==> config.mk <==
export PLATFORM = sky130hd
export DESIGN_NAME = mem_wb_writeback
export DESIGN_NICKNAME = d
export VERILOG_FILES = /design/src/rtl/mem_wb_writeback.sv
export SDC_FILE = /design/constraint.sdc
export NUM_CORES = 1
export LEC_CHECK = 0
export ABC_AREA = 0
export ABC_CLOCK_PERIOD_IN_PS = 4090
export BUFFER_PORTS_ARGS = -buffer_cell sky130_fd_sc_hd__buf_2
export CAP_MARGIN = 20
export CORE_MARGIN = 10
export CORE_UTILIZATION = 44
export CTS_CLUSTER_DIAMETER = 30
export CTS_CLUSTER_SIZE = 12
export DETAILED_ROUTE_END_ITERATION = 7
export GPL_TIMING_DRIVEN = 0
export PLACE_DENSITY_LB_ADDON = 0.12
export SYNTH_ARGS = -nofsm -noshare
export SYNTH_HDL_FRONTEND = slang
export SYNTH_SLANG_ARGS = --single-unit
==> constraint.sdc <==
create_clock -name clk -period 4.09 [get_ports clk]
set_input_delay 1.227 -clock clk [delete_from_list [all_inputs] [get_ports clk]]
set_output_delay 1.227 -clock clk [all_outputs]
set_load 0.01 [all_outputs]
==> src/rtl/mem_wb_writeback.sv <==
// MEM/WB pipeline register with load-data formatting, write-back source mux
// and retired-instruction counter, feeding the register-file write port.
module mem_wb_writeback #(
    parameter int XLEN  = 32,
    parameter int CNT_W = 64
) (
    input  logic             clk,
    input  logic             reset,
    input  logic             stall,
    input  logic             flush,
    input  logic             in_valid,
    input  logic             in_reg_write,
    input  logic [4:0]       in_rd,
    input  logic [1:0]       in_wb_sel,
    input  logic [2:0]       in_funct3,
    input  logic [1:0]       in_addr_lo,
    input  logic [XLEN-1:0]  in_alu_result,
    input  logic [XLEN-1:0]  in_mem_rdata,
    input  logic [XLEN-1:0]  in_pc_plus4,
    input  logic [XLEN-1:0]  in_imm,
    output logic [4:0]       rd,
    output logic [XLEN-1:0]  write_data,
    output logic             reg_write,
    output logic             wb_valid,
    output logic [CNT_W-1:0] instret
);

    localparam logic [1:0] WB_ALU  = 2'b00;
    localparam logic [1:0] WB_LOAD = 2'b01;
    localparam logic [1:0] WB_PC4  = 2'b10;

    logic             valid_q, valid_d;
    logic             reg_write_q, reg_write_d;
    logic [4:0]       rd_q, rd_d;
    logic [XLEN-1:0]  wdata_q, wdata_d;
    logic [CNT_W-1:0] instret_q, instret_d;

    logic [7:0]       ld_byte;
    logic [15:0]      ld_half;
    logic [XLEN-1:0]  load_data;
    logic             retire;

    // Load lane extraction; addr_lo[0] is irrelevant for halfword loads.
    always_comb begin
        ld_byte = in_mem_rdata[7:0];
        case (in_addr_lo)
            2'd0:    ld_byte = in_mem_rdata[7:0];
            2'd1:    ld_byte = in_mem_rdata[15:8];
            2'd2:    ld_byte = in_mem_rdata[23:16];
            default: ld_byte = in_mem_rdata[31:24];
        endcase
        ld_half = in_addr_lo[1] ? in_mem_rdata[31:16] : in_mem_rdata[15:0];

        load_data = in_mem_rdata;
        case (in_funct3)
            3'b000:  load_data = {{(XLEN-8){ld_byte[7]}}, ld_byte};
            3'b100:  load_data = {{(XLEN-8){1'b0}}, ld_byte};
            3'b001:  load_data = {{(XLEN-16){ld_half[15]}}, ld_half};
            3'b101:  load_data = {{(XLEN-16){1'b0}}, ld_half};
            default: load_data = in_mem_rdata;
        endcase
    end

    always_comb begin
        valid_d     = valid_q;
        reg_write_d = reg_write_q;
        rd_d        = rd_q;
        wdata_d     = wdata_q;

        if (flush) begin
            valid_d     = 1'b0;
            reg_write_d = 1'b0;
        end else if (!stall) begin
            valid_d     = in_valid;
            reg_write_d = in_reg_write;
            rd_d        = in_rd;
            case (in_wb_sel)
                WB_ALU:  wdata_d = in_alu_result;
                WB_LOAD: wdata_d = load_data;
                WB_PC4:  wdata_d = in_pc_plus4;
                default: wdata_d = in_imm;
            endcase
        end

        // The WB instruction retires when it leaves the stage, so a stalled
        // instruction counts once and a flushed-out one still counts.
        retire    = valid_q & (~stall | flush);
        instret_d = instret_q + CNT_W'(retire);
    end

    always_ff @(posedge clk or posedge reset) begin
        if (reset) begin
            valid_q     <= 1'b0;
            reg_write_q <= 1'b0;
            rd_q        <= 5'd0;
            wdata_q     <= '0;
            instret_q   <= '0;
        end else begin
            valid_q     <= valid_d;
            reg_write_q <= reg_write_d;
            rd_q        <= rd_d;
            wdata_q     <= wdata_d;
            instret_q   <= instret_d;
        end
    end

    assign rd         = rd_q;
    assign write_data = wdata_q;
    assign reg_write  = valid_q & reg_write_q & (rd_q != 5'd0);
    assign wb_valid   = valid_q;
    assign instret    = instret_q;

endmodule

==> qor.yml <==
path_cells: "buf_2 > inv_1 > a21boi_0 > ha_1 > and3_1 > and3_1 > clkbuf_1 > nand4_1 > nor4_1 > xor2_1"
fin_cells: 1034
synthesis.nets: 744
clk_pin_slew_ns: 0.07
power_mw: 2.456
final_cell_mix: "252 x buf_2, 103 x dfrtp_1, 55 x nand2_1, 53 x nor2_1, 35 x nand3_1"
syn_area_um2: 5741
start_util_pct: 45.12
powerDensity_nw_per_um2: 327.4
dp_hpwl_um: 17970
ctsHtreeMaxLevel: 3
drc_errors: 0
wl_per_cell_um: 21.14
drt_iter0_markers: 411
cp_max_fo: 8
post_dp_cell_area_um2: 7227
ir_drop_mv: 0.1705
grt_pass1_wl_um: 34200
criticalPathCategory: "in -> reg"
worstPathRequired_ns: 4.36
p_leak_nw: 3.762
synth-main-ff-cell: "dfrtp_1"
core_um2: 12720
grt_busiest_layer: "met2"
syn_avg_cell_area_um2: 9.632
path_buf_inv: 3
area_growth_pct: 30.69
timing.critical_path.mode_cell: "and3_1"
via_count: 5809
firstDrtPassIters: 5
finalSetupViolations: 0
layout_commonest_cell: "buf_2"
antenna_found_initial: 2
setup_ws_ns: 0.9296
crit_path_max_incr_delay_ns: 0.43
worstSetupEndpointType: "flip-flop"
grt_pass1_vias: 6231
placementRows: 41
synthArstFlopShare_pct: 100.0
tightest_slew_ns: 0.7133
cts_buffers: 9
ys_seq_elements: 103
timing.fmax_ghz: 0.3164
layout-drive-gt1-share_pct: 35.19
syn_inst: 596
cts_sinks: 103
cts_root_buf: "clkbuf_16"
grtUsageTotal_pct: 23.85
synth_edf_count: 0
rsz0062_at_grt: "no"
grt-ovfl-total: 0
ys_seq_area_share_pct: 44.90
min_path_type: "reg -> reg"
tns_ns: 0
utilization_pct: 58.97
hold_slack_ns: 0.4730
port_buffers: 248
place_inst: 1017
die_h_um: 134.2
drtAntennaViolNets: 0
hold_viol: 0
skew_ns: 0.008343
pre_cts_ws_ns: 0.5877
startpoint_type: "primary input"
tritoncts: "built"
place_congestion: 0.9452
met3_usage_pct: 7.244
cts_setup_buffers: 0
drv_cap: 0
grt_max_degree: 76
multiInputGateArea_um2: 2993
hold_buffers: 0
die_area_um2: 18020
crit_arrival_ns: 3.43
crit_family: "simple AND/OR/NAND/NOR gates"
final_cell_area_um2: 7502
slew_headroom_pct: 52.45
clock_latency_ns: 0.35
grt.met2_usage_pct: 40.82
critical-path-slowest-cell: "nor4_1"
cts_resized: 0
fp.dieW_um: 134.2
seq_area_um2: 2577
use_met1_pct: 27.68
clockBufferDepth: 2
synth_cell_types: 47
io_pins: 249
period_minus_slack_ns: 3.160
drt-total-wl_um: 21860
nFillCells: 1171
finalMaxSlewViolations: 0
status: "finished, final reports clean"
avgViaCountPerCell: 5.618
final_nets: 1004
fin_crit_sh_pct: 77.27
yosysWarnings: 0
==> worst register-to-register path: cells and delay by family, from the launching register on <==
family                     cells  cell delay (ns)
AOI/OAI and AO/OA              1             0.20
buffers and inverters          1             0.30
DFF                            1             0.40
and+or+nand+nor                4             1.20
adders and majority gates      1             0.19
xor gates and xnor gates       1             0.19
==> report_power, final <==
group,internal [mW],switching (mW)
Sequential,1.10,0.0603
Clock,0.418,0.403
Combinational,0.206,0.273
==> final cells by class <==
cell class / count / area share, %
flip-flops and latches: 103 / 34.36
inverters: 15 / 0.7839
clock inverters: 6 / 0.5837
multi-input cells: 449 / 39.89
plain buffers: 29 / 1.518
clock buffers: 10 / 3.052
diodes: 1 / 0.03336
well taps: 172 / 2.869
repair buffers: 249 / 16.91
==> metal layers <==
| metal | share of wire [%] | up-vias |
|---|---|---|
| met5 | 0.059 | - |
| met3 | 8.5 | 31 |
| met4 | 2.0 | 2 |
| li1 | - | 2686 |
| met2 | 50 | 272 |
| met1 | 39 | 2818 |
==> path summary, 6_finish.rpt <==
path | startpoint | endpoint | slack (ns) | depth (start not counted)
max in group asynchronous | reset | instret[47] | 2.52 | 3
min in group asynchronous | reset | instret[1] | 0.87 | 2
min | instret[63] | instret[63] | 0.47 | 1
min reg2reg | instret[63] | instret[63] | 0.47 | 1
max reg2reg | wb_valid | instret[47] | 1.53 | 8
max | flush | instret[47] | 0.93 | 10
==> cells by family (layout without fill, tap and decap cells) <==
kind of cell	Yosys count	after routing	share of synthesized area [%]
DFF	103	103	44.90
xor gates and xnor gates	62	62	9.459
buffers and inverters	44	309	2.964
AOI/OAI and AO/OA	109	109	13.82
adders and majority gates	2	2	0.4359
other	0	1	0
and+or+nand+nor	238	238	21.12
muxes	38	38	7.302
==> sequential cells by signal, indices dropped and copies added, names as in the netlist <==
name	flops
write_data	32
reg_write_q	1
wb_valid	1
instret	64
rd	5
==> synthesized netlist by cell type, drive strengths merged (5+ instances only) <==
master | instances | area [µm²]
clkbuf | 23 | 86.33
nand3 | 36 | 192.7
o22ai | 5 | 31.28
xor2 | 30 | 262.8
or3 | 6 | 37.54
o21a | 5 | 37.54
and3 | 15 | 97.59
mux2 | 21 | 236.5
nor4 | 14 | 93.84
nor3 | 12 | 60.06
buf | 6 | 27.53
inv | 14 | 52.55
nand4 | 16 | 106.4
dfrtp | 103 | 2577
xnor2 | 32 | 280.3
o21ai | 22 | 110.1
nand2b | 19 | 118.9
o2bb2ai | 16 | 140.1
a221oi | 26 | 227.7
nor2 | 53 | 198.9
nand2 | 55 | 206.5
mux2i | 16 | 160.2
a21oi | 12 | 60.06
(Power assumes the default switching activity.)
